$ cat src/rtl/mod_count_fsm.sv
// Counts 0s and 1s of each valid W-bit input group modulo MOD, with wrap pulses and a target match.
// Optional macro MATCH_STICKY_EN: match latches high until rst or clr.
module mod_count_fsm #(
  parameter int MOD = 2,
  parameter int W   = 1,
  localparam int RW = (MOD > 2) ? $clog2(MOD) : 1
) (
  input  logic          clk,
  input  logic          rst,
  input  logic          clr,
  input  logic          in_valid,
  input  logic [W-1:0]  in_data,
  input  logic [RW-1:0] tgt_zeros,
  input  logic [RW-1:0] tgt_ones,
  output logic [RW-1:0] zero_res,
  output logic [RW-1:0] one_res,
  output logic          zero_wrap,
  output logic          one_wrap,
  output logic          match
);

  // Sum width holds the largest residue plus a full group of W bits.
  localparam int SW = $clog2(MOD + W) + 1;
  localparam logic [SW-1:0] MOD_S = SW'(MOD);
  localparam logic [SW-1:0] W_S   = SW'(W);

  logic [RW-1:0] r_zero_res;
  logic [RW-1:0] r_one_res;
  logic          r_zero_wrap;
  logic          r_one_wrap;

  logic [SW-1:0] w_k;
  logic [SW-1:0] w_zero_sum;
  logic [SW-1:0] w_one_sum;
  logic [RW-1:0] w_zero_next;
  logic [RW-1:0] w_one_next;
  logic          w_raw_match;

  always_comb begin
    w_k = '0;
    for (int i = 0; i < W; i++) begin
      w_k = w_k + SW'(in_data[i]);
    end
  end

  assign w_one_sum   = SW'(r_one_res) + w_k;
  assign w_zero_sum  = SW'(r_zero_res) + (W_S - w_k);
  assign w_one_next  = RW'(w_one_sum % MOD_S);
  assign w_zero_next = RW'(w_zero_sum % MOD_S);

  always_ff @(posedge clk) begin
    if (rst) begin
      r_zero_res  <= '0;
      r_one_res   <= '0;
      r_zero_wrap <= 1'b0;
      r_one_wrap  <= 1'b0;
    end else if (clr) begin
      r_zero_res  <= '0;
      r_one_res   <= '0;
      r_zero_wrap <= 1'b0;
      r_one_wrap  <= 1'b0;
    end else if (in_valid) begin
      r_zero_res  <= w_zero_next;
      r_one_res   <= w_one_next;
      // A wrap is any unreduced sum reaching MOD, however many multiples it spans.
      r_zero_wrap <= (w_zero_sum >= MOD_S);
      r_one_wrap  <= (w_one_sum >= MOD_S);
    end else begin
      r_zero_wrap <= 1'b0;
      r_one_wrap  <= 1'b0;
    end
  end

  // Residues are always below MOD, so an out-of-range target can never compare equal.
  assign w_raw_match = (r_zero_res == tgt_zeros) && (r_one_res == tgt_ones);

`ifdef MATCH_STICKY_EN
  logic r_match_sticky;

  always_ff @(posedge clk) begin
    if (rst || clr) begin
      r_match_sticky <= 1'b0;
    end else if (w_raw_match) begin
      r_match_sticky <= 1'b1;
    end
  end

  assign match = w_raw_match | r_match_sticky;
`else
  assign match = w_raw_match;
`endif

  assign zero_res  = r_zero_res;
  assign one_res   = r_one_res;
  assign zero_wrap = r_zero_wrap;
  assign one_wrap  = r_one_wrap;

endmodule

$ cat config.mk
export PLATFORM = sky130hd
export DESIGN_NAME = mod_count_fsm
export DESIGN_NICKNAME = d
export VERILOG_FILES = /design/src/rtl/mod_count_fsm.sv
export SDC_FILE = /design/constraint.sdc
export NUM_CORES = 1
export LEC_CHECK = 0
export ABC_AREA = 1
export CORE_AREA = 2 2 39 41
export DETAILED_ROUTE_END_ITERATION = 12
export DIE_AREA = 0 0 41 43
export PLACE_DENSITY = 0.44
export SYNTH_ARGS = -nofsm -noshare
export SYNTH_HDL_FRONTEND = slang
export SYNTH_SLANG_ARGS = --single-unit
$ cat constraint.sdc
create_clock -name clk -period 1.2 [get_ports clk]
set_input_delay 0.24 -clock clk [delete_from_list [all_inputs] [get_ports clk]]
set_output_delay 0.24 -clock clk [all_outputs]
set_load 0.01 [all_outputs]
# Word-level counts from Yosys, hierarchy flattened
# Cells that the tools add are included.
[word_totals] regBits=4 output_inout_bits=5 word_cells=15
[classes] add_sub_neg=3 magnitude_cmp=2 n_eq_ne=2 bitwise=1 n_reduce_logical=3
[op_table] cell="adder 2 x 2 -> 3 bit" count=1
[op_table] cell="greater-or-equal comparator 3 x 2 -> 1 bit (second input constant)" count=1
[op_table] cell="OR reduction 3 bit" count=1
[op_table] cell="adder 1 x 1 -> 2 bit" count=1
[op_table] cell="equality test 1 bit" count=2
[op_table] cell="greater-or-equal comparator 2 bit (second input constant)" count=1
[op_table] cell="OR reduction 2 bit" count=1
[op_table] cell="subtractor 1 x 1 -> 2 bit (first input constant)" count=1
[op_table] cell="logical AND 1 bit" count=1
[op_table] cell="inverter 1 bit" count=1

# Longest topological paths before layout
[depth] depth_word=3 mapped_depth=4

# Worst setup path before layout
# No wires, ideal clock.
[synth_timing] kind="register -> output" startpoint="register r_zero_res, in the netlist zero_res" endpoint="output match" arrival_time_ns=0.722 required_time_ns=0.960 slack_ns=0.238 path_stages_with_launch=5 path_buffers=0 cell_sequence="dfxtp_1 > inv_1 > nand2_1 > nand2_1 > nor2_1"
[synth_via] elab_chain_len=2
[synth_rtl] item="start: declaration" line_no="27" text="logic [RW-1:0] r_zero_res;"
[synth_rtl] item="start signal: assignment" line_no="63" text="r_zero_res <= w_zero_next;"
[synth_rtl] item="equality test 1 bit" line_no="75" text="assign w_raw_match = (r_zero_res == tgt_zeros) && (r_one_res == tgt_ones);"
[synth_rtl] item="logical AND 1 bit" line_no="75"
[synth_rtl] item="end: declaration" line_no="19" text="output logic match"
# No other way between the ends.

# Final worst setup path
[layout_timing] startpoint="register r_zero_res, in the netlist zero_res" endpoint="output zero_res"
[layout_rtl] item="end: declaration" line_no="15" text="output logic [RW-1:0] zero_res,"
# No word-level cell between the ends.

==> impl_metrics.env <==
export IMPL_die_w_um=41
export IMPL_cap_violations=0
export IMPL_yosys_area_top_type="dfxtp_1"
export IMPL_diodes=0
export IMPL_regArea_um2=82.58
export IMPL_end_kind="primary output"
export IMPL_cts_root_buf="clkbuf_4"
export IMPL_vias=231
export IMPL_grt_usage_pct=6.526
export IMPL_finalPower_mw=0.3581
export IMPL_syn_to_final_growth_pct=77.11
export IMPL_cts_buffers=3
export IMPL_crit_path_start_kind="register"
export IMPL_p_per_area_nw_per_um2=973.4
export IMPL_synth_area_leaders="dfxtp_1, nand2_1, inv_1"
export IMPL_clk_pin_slew_ns=0.04
export IMPL_finalWirelength_um=455
export IMPL_grt_pass1_vias=205
export IMPL_cellLeakagePower_nw=0.1951
export IMPL_dieHeight_um=43
export IMPL_slew_viol_final=0
export IMPL_dp_hpwl_um=356
export IMPL_yosysUniqueCellTypes=8
export IMPL_antenna_left=0
export IMPL_switchingPower_mw=0.07844
export IMPL_die_area_um2=1763
export IMPL_crit_family="buffers and inverters"
export IMPL_ys_seq_area_share_pct=38.55
export IMPL_first_pass_iters=4
export IMPL_syn_inst=32
export IMPL_drt_initial_drc_count=6
export IMPL_worst_path_max_delay_cell="dfxtp_2"
export IMPL_cts_tree="yes"
export IMPL_cts_buffer_depth=2
export IMPL_p_clk_share_pct=45.8
export IMPL_worstMarginPinSlew_ns=0.1473
export IMPL_viasPerCell=3.609
export IMPL_grt_pass1_wl_um=690
export IMPL_synth_top_area_share_pct=38.55
export IMPL_drive_above_1_share_pct=20.83
export IMPL_fin_nets=59
export IMPL_swShare_pct=21.91
export IMPL_r2r_slack_ns=0.23
export IMPL_rows=14
export IMPL_arrival_ns=0.91
export IMPL_antenna_found_initial=0
export IMPL_overflow=0
export IMPL_placeableCoreArea_um2=1384
export IMPL_path_buf_inv=2
export IMPL_hold_viol=0
export IMPL_start_util_pct=15.01
export IMPL_cpPeakStageDelay_ns=0.33
export IMPL_multi_input_area_um2=90.09
export IMPL_grt_max_degree=5
export IMPL_pwr_share_comb_pct=15.5
export IMPL_ys_seq_elements=4
export IMPL_period_share_pct=96.07
export IMPL_status="completed"
export IMPL_p_int_mw=0.2796
export IMPL_fin_crit_ns=1.153
export IMPL_worstPathMaxFanout=3
export IMPL_fmax_ghz=0.8674
export IMPL_cts_sinks=4
export IMPL_clock_skew_ns=0.00003093
export IMPL_finalSetupViolations=0
export IMPL_slew_limit_headroom_pct=90.10
export IMPL_wl_per_cell_um=7.109
export IMPL_clk_latency_ns=0.23
export IMPL_p_seq_share_pct=38.7
export IMPL_h_tree_depth=1
export IMPL_gp_routability_congestion=0.7465
export IMPL_post_cts_buffers=0
export IMPL_hold_ws_ns=0.6049
export IMPL_drc=0
export IMPL_critPathRequiredTime_ns=0.96
export IMPL_ir_drop_v=0.0002269
export IMPL_syn_cell_area_um2=207.7
export IMPL_rsz0062_at_grt="yes"
export IMPL_yosys_warnings=0
export IMPL_synth_fp_nets=41
export IMPL_syn_avg_cell_area_um2=6.491
export IMPL_crit_type="reg2out"
export IMPL_pin_count=12
export IMPL_worstPathCellList="buf_4, clkdlybuf4s15_1"
export IMPL_fill_cells=164
export IMPL_io_buffers=11
export IMPL_hold_path_class="reg2reg"
## placed cells by master, fill, tap and decap left out, drive strengths merged
cell,count
inv,10
a21oi,2
dlygate4sd2,4
dfxtp,4
buf,3
clkbuf,3
ha,2
clkdlybuf4s50,4
clkdlybuf4s15,2
nand2,11
nor2,1
nor3,2
## final cells by class
| cell class | instances | share of cell area (%) |
|---|---|---|
| timing repair buffer | 13 | 31.29 |
| multi-input combinational | 18 | 24.49 |
| sequential | 4 | 22.45 |
| inverter | 10 | 10.20 |
| clock buffer | 3 | 6.122 |
| tap | 16 | 5.442 |
## power by group through the flow
| stage | sequential, mW | combinational, mW | clock [mW] |
|---|---|---|---|
| after CTS | 0.138 | 0.0563 | 0.173 |
| after floorplan | 0.142 | 0.0210 | 0 |
| after detailed placement | 0.140 | 0.0620 | 0 |
| after global routing | 0.139 | 0.0644 | 0.178 |
| final | 0.139 | 0.0554 | 0.164 |
| after global placement | 0.140 | 0.0612 | 0 |
## registers in the layout (all words and copies together) (netlist names)
name / count
one_res: 1
zero_wrap: 1
zero_res: 1
one_wrap: 1
## metrics by stage
step	utilization, %	setup slack [ns]	cells	area, µm²	setup TNS [ns]
detailed placement	25.50	-0.5156	61	352.8	-0.6902
finish	26.58	0.04718	64	367.9	0
global route	26.58	-0.005872	64	367.9	-0.005872
global placement	25.50	-0.5079	61	352.8	-0.6672
CTS	26.40	0.01677	64	365.4	0
floorplan	-	0.2385	32	207.7	0
## metal layers
layer,part of all wire [%],track usage (%)
met1,40,6.431
met3,10,3.141
met4,2.2,8.000
met5,0,0
met2,48,8.438
## worst paths after layout
check / startpoint / endpoint / cells after the start
max reg2reg: zero_res$_SDFFE_PP0P_ / zero_res$_SDFFE_PP0P_ / 4
min reg2reg: one_res$_SDFFE_PP0P_ / one_res$_SDFFE_PP0P_ / 3
min: one_res$_SDFFE_PP0P_ / one_res$_SDFFE_PP0P_ / 3
max: zero_res$_SDFFE_PP0P_ / zero_res / 2
## what timing repair did
action	4_1_cts	5_1_grt
pin swaps	0	2
resized for setup	12	3
hold buffers	0	0
setup endpoints to repair	5	3
## cell usage after synthesis (all sizes together)
cell / n
a21oi: 2
inv: 10
nor3: 2
nor2: 1
nand2: 11
dfxtp: 4
ha: 2
## cell families after synthesis
| group | after synthesis | share of synthesized area [%] |
|---|---|---|
| AND/OR/NAND/NOR | 14 | 26.50 |
| buffers and inverters | 10 | 18.07 |
| flip-flops | 4 | 38.56 |
| adder cells (fa/ha/maj) | 2 | 12.05 |
| AO/OA/AOI/OAI | 2 | 4.819 |
## tightest hold or removal path: stages (launching register included)
cell and delay, ns:
dfxtp_2 0.31, buf_4 0.13, nand2_1 0.06, a21oi_1 0.05
Note: power is estimated with default switching activity, not from simulation.
